[config.mk]
export PLATFORM = sky130hd
export DESIGN_NAME = vga_fade
export DESIGN_NICKNAME = d
export VERILOG_FILES = /design/src/rtl/vga_fade.sv
export SDC_FILE = /design/constraint.sdc
export NUM_CORES = 1
export LEC_CHECK = 0
export ABC_AREA = 1
export BUFFER_PORTS_ARGS = -buffer_cell sky130_fd_sc_hd__buf_2
export CORE_MARGIN = 2
export CORE_UTILIZATION = 60
export CTS_CLUSTER_SIZE = 12
export DETAILED_ROUTE_END_ITERATION = 10
export GPL_TIMING_DRIVEN = 0
export PLACE_DENSITY_LB_ADDON = 0.1
export SETUP_SLACK_MARGIN = 0.2
export SLEW_MARGIN = 20
export SYNTH_ARGS = -nofsm -noshare
export SYNTH_HDL_FRONTEND = slang
export SYNTH_SLANG_ARGS = --single-unit
[constraint.sdc]
create_clock -name pixel_clk -period 4.2 [get_ports pixel_clk]
set_clock_uncertainty 0.1 [all_clocks]
set_input_delay 0.42 -clock pixel_clk [delete_from_list [all_inputs] [get_ports pixel_clk]]
set_output_delay 0.42 -clock pixel_clk [all_outputs]
set_load 0.005 [all_outputs]
[src/rtl/vga_fade.sv]
// vga_fade: brightness fader between the bar generator and the VGA pins.
// Scales RGB by a frame-synchronous fade level; sync/DISPLAY delayed to match the RGB latency.
// Ports: pixel_clk, reset (async, active-low); in_R/G/B, in_HSYNC, in_VSYNC, in_DISPLAY from the
// bar generator; fade_in/fade_out command pulses; R/G/B, HSYNC, VSYNC, DISPLAY to the pins
// (2-cycle latency); busy while fading; done pulse at the end of a fade; current level.
module vga_fade #(
    parameter int RGB_WIDTH       = 8,
    parameter int LEVEL_WIDTH     = 4,
    parameter int FRAMES_PER_STEP = 2,
    parameter bit HSYNC_POL       = 1'b0,
    parameter bit VSYNC_POL       = 1'b0,
    parameter bit START_ON        = 1'b1
) (
    input  logic                   pixel_clk,
    input  logic                   reset,
    input  logic [RGB_WIDTH-1:0]   in_R,
    input  logic [RGB_WIDTH-1:0]   in_G,
    input  logic [RGB_WIDTH-1:0]   in_B,
    input  logic                   in_HSYNC,
    input  logic                   in_VSYNC,
    input  logic                   in_DISPLAY,
    input  logic                   fade_in,
    input  logic                   fade_out,
    output logic [RGB_WIDTH-1:0]   R,
    output logic [RGB_WIDTH-1:0]   G,
    output logic [RGB_WIDTH-1:0]   B,
    output logic                   HSYNC,
    output logic                   VSYNC,
    output logic                   DISPLAY,
    output logic                   busy,
    output logic                   done,
    output logic [LEVEL_WIDTH:0]   level
);
    localparam int PW = RGB_WIDTH + LEVEL_WIDTH + 1;
    localparam int CW = FRAMES_PER_STEP > 1 ? $clog2(FRAMES_PER_STEP) : 1;
    localparam logic [LEVEL_WIDTH:0] LVL_FULL = (LEVEL_WIDTH + 1)'(1 << LEVEL_WIDTH);
    localparam logic [LEVEL_WIDTH:0] LVL_ONE  = (LEVEL_WIDTH + 1)'(1);
    localparam logic [CW-1:0]        CNT_LAST = CW'(FRAMES_PER_STEP - 1);

    typedef enum logic [1:0] {OFF, FADE_IN, ON, FADE_OUT} state_t;

    function automatic logic [RGB_WIDTH-1:0] scale(input logic [RGB_WIDTH-1:0] c, input logic [LEVEL_WIDTH:0] l);
        return RGB_WIDTH'((PW'(c) * PW'(l)) >> LEVEL_WIDTH);
    endfunction

    logic [RGB_WIDTH-1:0] r_s1_q, g_s1_q, b_s1_q, r_q, g_q, b_q, r_d, g_d, b_d;
    logic                 hs_s1_q, vs_s1_q, de_s1_q, vs_prev_q, hs_q, vs_q, de_q;
    logic                 tick, done_q, done_d;
    state_t               state_q, state_d;
    logic [CW-1:0]        cnt_q, cnt_d;
    logic [LEVEL_WIDTH:0] level_q, level_d;

    // Tick on the registered VSYNC entering its active level: always inside vertical blanking.
    assign tick = (vs_s1_q == VSYNC_POL) && (vs_prev_q != VSYNC_POL);

    always_comb begin
        r_d     = de_s1_q ? scale(r_s1_q, level_q) : '0;
        g_d     = de_s1_q ? scale(g_s1_q, level_q) : '0;
        b_d     = de_s1_q ? scale(b_s1_q, level_q) : '0;
        state_d = state_q;
        cnt_d   = cnt_q;
        level_d = level_q;
        done_d  = 1'b0;
        // fade_out has priority; a command matching the current direction/end state is ignored
        if (fade_out && (state_q == ON || state_q == FADE_IN)) begin
            state_d = FADE_OUT;
            cnt_d   = '0;
        end else if (!fade_out && fade_in && (state_q == OFF || state_q == FADE_OUT)) begin
            state_d = FADE_IN;
            cnt_d   = '0;
        end
        // A tick in the same cycle as a command counts in the new state's fresh counter
        if (tick && (state_d == FADE_IN || state_d == FADE_OUT)) begin
            if (cnt_d == CNT_LAST) begin
                cnt_d = '0;
                if (state_d == FADE_IN) begin
                    level_d = level_d == LVL_FULL ? level_d : level_d + LVL_ONE;
                    if (level_d == LVL_FULL) begin
                        state_d = ON;
                        done_d  = 1'b1;
                    end
                end else begin
                    level_d = level_d == '0 ? level_d : level_d - LVL_ONE;
                    if (level_d == '0) begin
                        state_d = OFF;
                        done_d  = 1'b1;
                    end
                end
            end else begin
                cnt_d = cnt_d + CW'(1);
            end
        end
    end

    always_ff @(posedge pixel_clk or negedge reset) begin
        if (!reset) begin
            r_s1_q    <= '0;
            g_s1_q    <= '0;
            b_s1_q    <= '0;
            hs_s1_q   <= ~HSYNC_POL;
            vs_s1_q   <= ~VSYNC_POL;
            de_s1_q   <= 1'b0;
            vs_prev_q <= ~VSYNC_POL;
            r_q       <= '0;
            g_q       <= '0;
            b_q       <= '0;
            hs_q      <= ~HSYNC_POL;
            vs_q      <= ~VSYNC_POL;
            de_q      <= 1'b0;
            state_q   <= START_ON ? ON : OFF;
            level_q   <= START_ON ? LVL_FULL : '0;
            cnt_q     <= '0;
            done_q    <= 1'b0;
        end else begin
            r_s1_q    <= in_R;
            g_s1_q    <= in_G;
            b_s1_q    <= in_B;
            hs_s1_q   <= in_HSYNC;
            vs_s1_q   <= in_VSYNC;
            de_s1_q   <= in_DISPLAY;
            vs_prev_q <= vs_s1_q;
            r_q       <= r_d;
            g_q       <= g_d;
            b_q       <= b_d;
            hs_q      <= hs_s1_q;
            vs_q      <= vs_s1_q;
            de_q      <= de_s1_q;
            state_q   <= state_d;
            level_q   <= level_d;
            cnt_q     <= cnt_d;
            done_q    <= done_d;
        end
    end

    assign R       = r_q;
    assign G       = g_q;
    assign B       = b_q;
    assign HSYNC   = hs_q;
    assign VSYNC   = vs_q;
    assign DISPLAY = de_q;
    assign busy    = state_q == FADE_IN || state_q == FADE_OUT;
    assign done    = done_q;
    assign level   = level_q;
endmodule

=== Word level (Yosys, flattened, before mapping) ===
Index checks and enable logic that the tools add are counted.

* Output and inout bits: 34
* Bits in writable memories: 0
* Register bits after elaboration: 63
* Bits in read-only memories: 0
* Bits in latches: 0
* Word-level logic and storage cells: 66
* Memories: 0

* Magnitude comparators: 0
* Bitwise operators: 1
* Multiplexer cells: 22
* Add/sub/neg operators: 3
* Shift-type cells: 0
* Div/mod/pow operators: 0
* Eq/ne operators: 7
* $mul: 3
* Reductions and logical operators: 14

{| class="wikitable"
|+ Operator list
! operator !! count
|-
| $mul 8x5->12 || 3
|-
| $mux 8 || 3
|-
| $mux 5 || 3
|-
| $mux 2 || 7
|-
| $eq 5x5->1 const B || 2
|-
| $logic_not 5->1 || 2
|-
| $mux 1 || 9
|-
| $eq 2x2->1 const B || 3
|-
| $add 5x1->5 const B || 1
|-
| $logic_and 1x1->1 || 5
|-
| $sub 5x1->5 const B || 1
|-
| $eq 2x1->1 const B || 2
|-
| $logic_or 1x1->1 || 4
|-
| $logic_not 2->1 || 1
|-
| $reduce_and 2->1 || 1
|-
| $add 1x1->1 const B || 1
|-
| $logic_not 1->1 || 1
|-
| $not 1->1 || 1
|}

=== Logic depth before layout (Yosys ltp) ===
* Depth after elaboration: 9
* Depth in mapped cells: 18
* Depth with buffers taken out: 16

=== Worst setup path before layout ===
Ideal clock, no wire load.

* Path kind: reg-to-reg
* From: register level_q[4] (netlist: level[4])
* To: register b_q[3] (netlist: B[3])
* Library setup time: 123 ps
* Setup slack: 339 ps
* Arrival: 3639 ps
* Path buffers: 2
* Stages on the path, launching flop included: 14
* Cell sequence: dfstp_2 -> buf_2 -> buf_1 -> nand2_1 -> fa_1 -> fa_1 -> fa_1 -> inv_1 -> ha_1 -> a21oi_1 -> o21ai_0 -> a21oi_1 -> xor2_1 -> nor2_1

* Word-level cells in the longest chain between the ends: 2

{| class="wikitable"
|+ Ends and longest elaborated chain
! element !! line !! source
|-
| start: declaration || 51 || <nowiki>logic [LEVEL_WIDTH:0] level_q, level_d;</nowiki>
|-
| start signal: assignment || 111 || <nowiki>level_q <= START_ON ? LVL_FULL : '0;</nowiki>
|-
| start signal: assignment || 129 || <nowiki>level_q <= level_d;</nowiki>
|-
| $mul 8x5->12 || 43 || <nowiki>return RGB_WIDTH'((PW'(c) * PW'(l)) >> LEVEL_WIDTH);</nowiki>
|-
| $mux 8 || 59 || <nowiki>b_d = de_s1_q ? scale(b_s1_q, level_q) : '0;</nowiki>
|-
| named net b_d[3] || 46 || <nowiki>logic [RGB_WIDTH-1:0] r_s1_q, g_s1_q, b_s1_q, r_q, g_q, b_q, r_d, g_d, b_d;</nowiki>
|-
| end signal: assignment || 106 || <nowiki>b_q <= '0;</nowiki>
|-
| end signal: assignment || 124 || <nowiki>b_q <= b_d;</nowiki>
|-
| end: declaration || 46 ||
|}

The timed path passes the listed nets, and every way through them passes these cells.
A chain may end at the register's enable or synchronous reset.

=== Final worst setup path ===
* From: register level_q[4] (netlist: level[4])
* To: register r_q[7] (netlist: R[7])

* Word-level cells in the longest chain between the ends: 2

{| class="wikitable"
|+ Ends and longest elaborated chain
! element !! line !! source
|-
| $mul 8x5->12 || 43 ||
|-
| $mux 8 || 57 || <nowiki>r_d = de_s1_q ? scale(r_s1_q, level_q) : '0;</nowiki>
|-
| named net r_d[7] || 46 ||
|-
| end signal: assignment || 122 || <nowiki>r_q <= r_d;</nowiki>
|-
| end: declaration || 46 ||
|}

The timed path passes the listed nets, and every way through them passes these cells.

==> results.md <==
* Synth cell count leaders: nand2_1 (208), inv_1 (191), ha_1 (59)
* Inserted Diodes at 0
* Slew HR at between 40 and 50%
* Reg clk slew, reported paths at 0.08 ns
* Post-synthesis instance total at 768
* Vias per cell at between 5 and 6
* Last weighted congestion value of the routability-driven placer at between 0.9 and 1
* CTS tree: built
* Syn_nets at roughly 900
* CP peak stage delay at between 0.5 and 0.6 ns
* Period utilization at about 93%
* Initial antenna violation count at 0
* Die width at about 100 µm
* RSZ-0062 raised after global routing: no
* Layout Utilization at approximately 70%
* Synth area leader: dfrtp_1
* Clk_lat worst skew at roughly 0.38 ns
* Final Net Count at a little under 1,000
* Syn. warnings at 0
* Reg2reg end: R[7]
* Root Buffer: clkbuf_8
* Fraction of layout cells with a size suffix above 1 at 16.12%
* Synthesized area per cell at 7.628 µm²
* Via count at between 4,000 and 5,000
* FF-to-FF Start: level[4]
* EDFF count, synth at 0
* Final Setup Violations at 0
* Status: finished clean
* Hold_buf cts at 0
* Worst endpoint data arrival time at around 4.1 ns
* Grt total ovfl at 0
* Worst-path maximum fanout at 10
* CP Capture Type: flop
* WS Path Type: flop to flop
* Pre-Repair DR Iteration Count at 5
* Slowest CP cell: fa_1
* Worst reg2reg setup slack at a little over 0.3 ns
* Rows at 36
* Ys flop type: dfrtp_1
* Setup TNS at 0 ns
* Detail Route Antenna Nets at 0
* Synth top area share at between 20% and 30%
* Synth unique cells at 31
* CTS Buf Count at 9
* Clock Sinks at 63
* Initial Util at 60.77%
* Die area at 10,570 µm²
* Final Hold Violating Endpoints at 0
* Hold Path Class: input port to async pin
* Syn-to-layout area delta at 15.51%
* Clk buf depth at 2
* Measured slew at the worst slew-check pin at 0.7820 ns
* Sequential area share after synthesis at 27.04%
* Die Y at slightly above 100 µm
* Critical Path Source Type: flop
* Port Buffers at 64
* Max-Cap Viols at 0
* Total GRT Usage at 27.22%
* Final WL at 13,080 µm
* DP HPWL at about 9900 µm
* Synth Register Bits at 63
* Fin crit period at between 3 and 4 ns
* Count leader, synth: nand2_1
* Most frequent CP cell: nand2_1
* R2R depth at 17
* Ranking of synthesized cells by area: dfrtp_1 (24%), fa_1 (16%), nand2_1 (13%)
* Core area at between 9000 and 10,000 µm²
* DRC at 0
* H-Tree Depth at 3
* Asr flop ratio synth at 100.0%
* Crit path cell chain: buf_8, buf_6, nand2_1, inv_1, fa_1, fa_1, inv_1, fa_1, inv_1, ha_4, nand2_1, nor3_2, nand3_1, nand4_1, nand2_1, nand2_1, nor2_1
* Worst Path Required at 4.38 ns
* Final worst slack at 0.3039 ns
* I/O pins at 65
* Pre-CTS setup slack at -0.2700 ns
* Post-Syn Area at 5858 µm²
* Initial DRC Count at 164
* First-pass GRT wire length at roughly 22,000 µm
* Largest net degree at the start of global routing at 64
* Pins over their slew limit at 0
* Vias in the first global route at just over 5,000
* Max Fclk at between 200 and 300 MHz
* Avg WL per Cell at roughly 13 µm
## registers in the layout (all words and copies together), names as in the netlist, 2 cells and up
register	cells
B	8
G	8
R	8
b_s1_q	8
g_s1_q	8
r_s1_q	8
level	5
state_q	2
## routing by layer
layer	GRT usage, %	share of wire (%)	vias up
met3	5.898	4.0	24
li1	-	-	2459
met1	32.34	43	2360
met4	12.65	2.4	0
met5	0	0	-
met2	47.26	51	108
## worst max path at each step
stage | start | end | slack, ns | cells past startpoint
4_1_cts | level[2] | R[7] | 0.20 | 17
3_3_place_gp | level[4] | R[7] | -0.23 | 16
3_5_place_dp | level[4] | B[3] | -0.27 | 13
5_1_grt | level[4] | R[7] | 0.12 | 17
6_report | level[4] | R[7] | 0.30 | 17
2_1_floorplan | level[4] | B[3] | 0.34 | 13
## critical path, delay by kind of cell (launching register included)
family                   cells  cell delay, ns
adder cells (fa/ha/maj)      4            1.79
buffers and inverters        5            0.55
flip-flops                   1            0.55
AND/OR/NAND/NOR              8            0.82
## cell type report
| type | instances | area [µm²] |
|---|---|---|
| flip-flops and latches | 63 | 1585 |
| well taps | 133 | 166.4 |
| plain buffers | 17 | 152.6 |
| fillers | 840 | 2873 |
| multi-input cells | 497 | 3601 |
| inverters | 191 | 716.9 |
| clock buffers | 10 | 137.6 |
| clock inverters | 6 | 68.82 |
| repair buffers | 66 | 337.8 |
## kinds of logic after synthesis
logic type               Yosys count  share of synthesized area (%)
adder cells (fa/ha/maj)          107                          29.00
AND/OR/NAND/NOR                  309                          21.76
flip-flops                        63                          27.04
XOR/XNOR                          14                          2.093
buffers and inverters            208                          13.80
AO/OA/AOI/OAI                     67                          6.301
## cells in the final DEF (no fill, tap or decap), types with 5 or more instances in the layout
master,netlist,routed
xor2_1,8,8
fa_1,48,48
buf_2,3,64
clkbuf_8,0,10
buf_4,2,6
xnor2_1,6,6
dfstp_2,6,6
ha_4,0,5
nand2_1,208,207
nand2_2,4,5
buf_6,2,7
a21oi_1,42,32
inv_1,191,191
dfrtp_1,57,56
nor3_2,3,6
nor2_1,44,44
ha_1,59,50
a21oi_2,1,10
nand3_1,30,30
o21ai_0,10,8
nand4_1,7,7
## metrics by stage
stage | hold slack (ns) | cell area, µm² | instances
floorplan | 0.02441 | 5858 | 768
global placement | 0.2502 | 6345 | 965
detailed placement | 0.2493 | 6347 | 965
CTS | 0.01178 | 6595 | 981
global route | 0.01556 | 6766 | 983
finish | 0.02421 | 6766 | 983
## repair_timing
| item | in CTS | in global routing |
|---|---|---|
| pin swaps | 0 | 5 |
| endpoints found under the setup margin | 24 | 18 |
| gates resized for setup | 17 | 38 |
| setup buffers | 0 | 2 |
Power is not shown: default switching activity piles up to over one toggle a cycle in this logic, so the estimate is an artifact.
